<file path="config.mk">
export PLATFORM = sky130hd
export DESIGN_NAME = adder_bist_16bit
export DESIGN_NICKNAME = d
export VERILOG_FILES = /design/src/rtl/adder_bist_16bit.sv
export SDC_FILE = /design/constraint.sdc
export NUM_CORES = 1
export LEC_CHECK = 0
export ABC_AREA = 1
export BUFFER_PORTS_ARGS = -buffer_cell sky130_fd_sc_hd__buf_4
export CORE_MARGIN = 2
export CORE_UTILIZATION = 29
export DETAILED_ROUTE_END_ITERATION = 8
export GPL_ROUTABILITY_DRIVEN = 0
export PLACE_DENSITY = 0.54
export REMOVE_ABC_BUFFERS = 1
export SLEW_MARGIN = 20
export SYNTH_ARGS = -nofsm -noshare
export SYNTH_HDL_FRONTEND = slang
export SYNTH_SLANG_ARGS = --single-unit
export TNS_END_PERCENT = 5
</file>
<file path="constraint.sdc">
create_clock -name clk -period 6 [get_ports clk]
set_clock_uncertainty 0.2 [all_clocks]
set_input_delay 0.6 -clock clk [delete_from_list [all_inputs] [get_ports clk]]
set_output_delay 0.6 -clock clk [all_outputs]
set_load 0.05 [all_outputs]
</file>
<file path="src/rtl/adder_bist_16bit.sv">
// Built-in self-test sequencer for an external 16-bit adder: drives operand vectors,
// waits for the adder to settle, compares against a reference sum and counts mismatches.
module adder_bist_16bit #(
    parameter int unsigned SETTLE_CYCLES = 2
) (
    input  logic        clk,
    input  logic        rst,
    input  logic        start,
    input  logic [7:0]  num_vectors,
    output logic [15:0] dut_a,
    output logic [15:0] dut_b,
    output logic        dut_carry_in,
    input  logic [15:0] dut_sum,
    input  logic        dut_overflow,
    output logic        busy,
    output logic        done,
    output logic        pass,
    output logic [7:0]  error_count
);

    localparam logic [2:0] IDLE  = 3'd0;
    localparam logic [2:0] LOAD  = 3'd1;
    localparam logic [2:0] WAIT  = 3'd2;
    localparam logic [2:0] CHECK = 3'd3;
    localparam logic [2:0] DONE  = 3'd4;

    localparam logic [15:0] SEED_A    = 16'hACE1;
    localparam logic [15:0] SEED_B    = 16'h1D2C;
    localparam logic [3:0]  WAIT_LAST = 4'(SETTLE_CYCLES - 1);

    logic [2:0]  state_q, state_d;
    logic [7:0]  count_q, count_d;
    logic [7:0]  index_q, index_d;
    logic [3:0]  waitCnt_q, waitCnt_d;
    logic [15:0] lfsrA_q, lfsrA_d;
    logic [15:0] lfsrB_q, lfsrB_d;
    logic [15:0] a_q, a_d;
    logic [15:0] b_q, b_d;
    logic        cin_q, cin_d;
    logic        pass_q, pass_d;
    logic [7:0]  errCount_q, errCount_d;

    logic [16:0] expected;
    logic        mismatch;
    logic [7:0]  errNext;

    function automatic logic [15:0] lfsrNext(input logic [15:0] q);
        return {q[14:0], q[15] ^ q[13] ^ q[12] ^ q[10]};
    endfunction

    assign expected = {1'b0, a_q} + {1'b0, b_q} + {16'd0, cin_q};
    assign mismatch = (dut_sum != expected[15:0]) || (dut_overflow != expected[16]);
    // The counter saturates rather than wrapping, although a run can never exceed 255 vectors.
    assign errNext  = (mismatch && (errCount_q != 8'hFF)) ? errCount_q + 8'd1 : errCount_q;

    always_comb begin
        state_d    = state_q;
        count_d    = count_q;
        index_d    = index_q;
        waitCnt_d  = waitCnt_q;
        lfsrA_d    = lfsrA_q;
        lfsrB_d    = lfsrB_q;
        a_d        = a_q;
        b_d        = b_q;
        cin_d      = cin_q;
        pass_d     = pass_q;
        errCount_d = errCount_q;

        case (state_q)
            IDLE: begin
                if (start) begin
                    count_d    = num_vectors;
                    errCount_d = 8'd0;
                    pass_d     = 1'b0;
                    index_d    = 8'd0;
                    lfsrA_d    = SEED_A;
                    lfsrB_d    = SEED_B;
                    if (num_vectors != 8'd0) begin
                        state_d = LOAD;
                    end else begin
                        state_d = DONE;
                        pass_d  = 1'b1;
                    end
                end
            end
            LOAD: begin
                // Two fixed corner vectors come first, then the pseudo-random ones.
                if (index_q == 8'd0) begin
                    a_d   = 16'h0000;
                    b_d   = 16'h0000;
                    cin_d = 1'b0;
                end else if (index_q == 8'd1) begin
                    a_d   = 16'hFFFF;
                    b_d   = 16'hFFFF;
                    cin_d = 1'b1;
                end else begin
                    a_d     = lfsrA_q;
                    b_d     = lfsrB_q;
                    cin_d   = lfsrA_q[0] ^ lfsrB_q[0];
                    lfsrA_d = lfsrNext(lfsrA_q);
                    lfsrB_d = lfsrNext(lfsrB_q);
                end
                waitCnt_d = 4'd0;
                state_d   = WAIT;
            end
            WAIT: begin
                if (waitCnt_q == WAIT_LAST) begin
                    state_d = CHECK;
                end else begin
                    waitCnt_d = waitCnt_q + 4'd1;
                end
            end
            CHECK: begin
                errCount_d = errNext;
                if (index_q == count_q - 8'd1) begin
                    state_d = DONE;
                    pass_d  = (errNext == 8'd0);
                end else begin
                    index_d = index_q + 8'd1;
                    state_d = LOAD;
                end
            end
            DONE: begin
                state_d = IDLE;
            end
            default: begin
                state_d = IDLE;
            end
        endcase
    end

    always_ff @(posedge clk) begin
        if (rst) begin
            state_q    <= IDLE;
            count_q    <= 8'd0;
            index_q    <= 8'd0;
            waitCnt_q  <= 4'd0;
            lfsrA_q    <= SEED_A;
            lfsrB_q    <= SEED_B;
            a_q        <= 16'h0000;
            b_q        <= 16'h0000;
            cin_q      <= 1'b0;
            pass_q     <= 1'b0;
            errCount_q <= 8'd0;
        end else begin
            state_q    <= state_d;
            count_q    <= count_d;
            index_q    <= index_d;
            waitCnt_q  <= waitCnt_d;
            lfsrA_q    <= lfsrA_d;
            lfsrB_q    <= lfsrB_d;
            a_q        <= a_d;
            b_q        <= b_d;
            cin_q      <= cin_d;
            pass_q     <= pass_d;
            errCount_q <= errCount_d;
        end
    end

    assign dut_a        = a_q;
    assign dut_b        = b_q;
    assign dut_carry_in = cin_q;
    assign busy         = (state_q == LOAD) || (state_q == WAIT) || (state_q == CHECK);
    assign done         = (state_q == DONE);
    assign pass         = pass_q;
    assign error_count  = errCount_q;

endmodule

</file>
==> metrics.csv <==
stage;metric;value;unit
run_status;status;completed;
timing;final hold slack;278.7;ps
clocking;TritonCTS Sinks;97;
run;total of max-cap violations;0;
worst_hold_path;Hold Path Depth;2;
timing;min Tclk post-route;3312;ps
detailed_routing;highest routed layer;met4;
final_layout;# nets final;898;
final_layout;area added between synthesis and finish;19.10;%
clocking;H-tree Lvls;3;
critical_path;R2R depth;10;
detailed_routing;Met1 Wirelength;7439;um
yosys;Post-Synthesis Cells;785;
die;core box area;0.01809;sq mm
die;Die W;140.4;um
final_layout;most common cell after layout, fill and taps aside;nand2_1;
power;internal power;1068;uW
global_routing;GRT overflow;0;
placement;IO buf count;71;
yosys;mapped cell area;0.005396;sq mm
clocking;Post-CTS Resized;0;
detailed_routing;detailed-route DRC error count;0;
critical_path;Worst Path Buf+Inv;4;
timing;fin crit share;55.19;%
final_layout;Finished Layout Cells;1080;
timing;RSZ-0062 raised after global routing;false;
worst_hold_path;Hold Path Origin;lfsrA_q[8];
power;Leak Pwr;0.002859;uW
global_routing;global-route wire length before repair;23260;um
critical_path;crit-path most repeated cell;inv_1;
clocking;clock buffer depth;2;
placement;placed insts;1064;
global_routing;vias in the first global route;4613;
clocking;post-CTS setup buffer count;0;
critical_path;crit path kind;register to register;
die;die area;0.01972;sq mm
detailed_routing;metal2 WL;6011;um
final_layout;layout cells sized above 1;13.98;%
power;Worst VDD drop;0.0001796;V
timing;Final Hold Vio Count;0;
yosys;Netlist cell types;37;
detailed_routing;wire per inst;13.03;um
timing;final setup margin;2688;ps
critical_path;crit-path max FO;19;
power;Comb pwr share;22.8;%
yosys;sequential share of the synthesized area;35.98;%
critical_path;worst path required time;6030;ps
yosys;top_reg_cell synth;dfxtp_1;
clocking;CTS tree;done;
yosys;Synthesis Warnings;0;
detailed_routing;routed length on met3;410;um
critical_path;crit path DAT;3340;ps
critical_path;flop2flop setup slack;2690;ps
critical_path;FF-to-FF Start;state_q[0];
yosys;async set-reset flop share out of synthesis;0;%
critical_path;Setup crit end kind;register;
placement;dpl hpwl;10340;um
final_layout;n_diodes;0;
worst_hold_path;Hold WC Path Type;register to register;
clocking;CTS clock-pin slew for the worst setup and hold paths;70;ps
final_layout;most frequent cells in the layout;185 x nand2_1, 97 x dfxtp_1, 90 x inv_1;
placement;dpl ws;2613;ps
detailed_routing;antenna-violating nets left;0;
final_layout;post-layout util;35.54;%
die;I/O pins;72;
power;clock share of power;34.5;%
yosys;post-synthesis average cell area;6.874;sq um
timing;setup violators final;0;
power;sw frac;33.99;%
detailed_routing;drt via density;4.609;
timing;max frequency;302.0;MHz
clocking;Skew-Pair Late Insertion Delay;350;ps
critical_path;Worst path max stage delay;610;ps
global_routing;Global Route Usage Sum;14.47;%
final_layout;fillers;1937;
clocking;Post-CTS Hold Fix Bufs;0;
die;Cell Rows;49;
timing;worst slew pin tran;1034;ps
detailed_routing;vias;4978;
power;Power per Cell Area;251.8;mW/mm^2
power;Flop pwr share;42.8;%
timing;Rel. slew slack;30.88;%
power;P_sw;550.1;uW
timing;Post-Route Setup TNS;0;ps
die;starting density of the core;29.84;%
global_routing;initial antenna violation count;0;
critical_path;Startpoint Class;register;
critical_path;CP cell instances;inv_1 -> nor2_1 -> nand2_1 -> buf_4 -> inv_1 -> a21oi_1 -> nor2_2 -> inv_1 -> o22ai_1 -> nand2_1;
timing;Max Slew Vio Count;0;
clocking;CTS Buf Count;9;
worst_hold_path;Hold Path End;lfsrA_q[8];
detailed_routing;DRT Pass-1 Iters;4;
detailed_routing;initial DRC count;290;
die;Die Height;140.4;um
yosys;EDFF count, synth;0;
global_routing;pin count of the biggest net entering global routing;58;
critical_path;FF-to-FF End;lfsrA_q[11];
detailed_routing;Total Wirelength;14070;um
yosys;Synth Register Bits;97;
critical_path;CP max stage cell;nor2_2;
critical_path;cell family with most CP delay;simple AND/OR/NAND/NOR gates;
clocking;clk root buf;clkbuf_16;
==> power groups by stage <==
stage	clock, uW	sequential, uW	combinational (uW)
floorplan	0	714	242
global placement	0	708	369
detailed placement	0	708	370
CTS	569	693	372
global route	598	697	419
finish	558	692	368
==> final cells by class <==
class                   count  area [sq um]  share of cell area [%]
multi-input cells         570          3009                   46.82
flip-flops and latches     97          1942                   30.21
clock inverters             6         50.05                  0.7787
well taps                 229         286.5                   4.458
repair buffers             74         555.5                   8.643
clock buffers              10         229.0                   3.562
inverters                  94         355.3                   5.529
==> logic make-up after synthesis <==
logic type,Yosys count,share of synthesized area [%]
flip-flops,97,35.98
XOR/XNOR,42,6.817
AO/OA/AOI/OAI,127,12.59
adder cells (fa/ha/maj),24,5.843
AND/OR/NAND/NOR,377,30.51
buffers and inverters,118,8.254
==> layer usage <==
metal  up-vias  GRT usage [%]
li1       2670              -
met3        13          2.017
met1      2230          20.57
met2        65          22.42
met5         -              0
met4         0          5.104
==> registers in the layout, summed over array words and instances, names as in the netlist <==
signal	count
lfsrA_q	16
error_count	8
state_q	3
dut_b	16
pass	1
count_q	8
lfsrB_q	16
index_q	8
dut_a	16
waitCnt_q	4
dut_carry_in	1
==> worst max path at each step <==
stage,slack (ps),startpoint,to,cells past startpoint
6_report,2690,state_q[0],lfsrA_q[11],10
5_1_grt,2320,state_q[0],lfsrB_q[8],10
4_1_cts,2600,state_q[0],lfsrB_q[8],10
3_5_place_dp,2610,state_q[0],lfsrB_q[8],10
3_3_place_gp,2680,state_q[0],lfsrA_q[13],10
2_1_floorplan,2670,dut_a[0],pass,19
==> worst reg2reg max path: stages (launching register included) <==
cell	delay [ps]
dfxtp_1	350
inv_1	50
nor2_1	110
nand2_1	440
buf_4	400
inv_1	140
a21oi_1	110
nor2_2	610
inv_1	470
o22ai_1	250
nand2_1	70
==> per-stage QoR <==
stage / power (uW) / cell area [sq um]
3_3_place_gp: 1077 / 6148
5_1_grt: 1713 / 6427
4_1_cts: 1634 / 6427
2_1_floorplan: 956.1 / 5306
6_report: 1619 / 6427
3_5_place_dp: 1078 / 6148
==> cell usage after synthesis (all sizes together) (2+ instances only) <==
library cell	n	area, sq um
nand3b	2	15.01
xnor2	18	157.7
fa	2	40.04
nand2	196	768.2
or2	3	18.77
a22oi	2	15.01
nor3	12	71.32
o21ai	46	230.2
ha	22	275.3
inv	94	355.3
nand4	8	65.06
clkbuf	20	75.07
nand3	59	300.3
and3	2	12.51
dfxtp	97	1942
nor4	4	31.28
xor2	24	210.2
a21oi	58	297.8
o22ai	18	112.6
buf	4	15.01
nor2	88	342.8
nor3b	2	15.01
No activity file was read; power rests on OpenSTA's default activity.
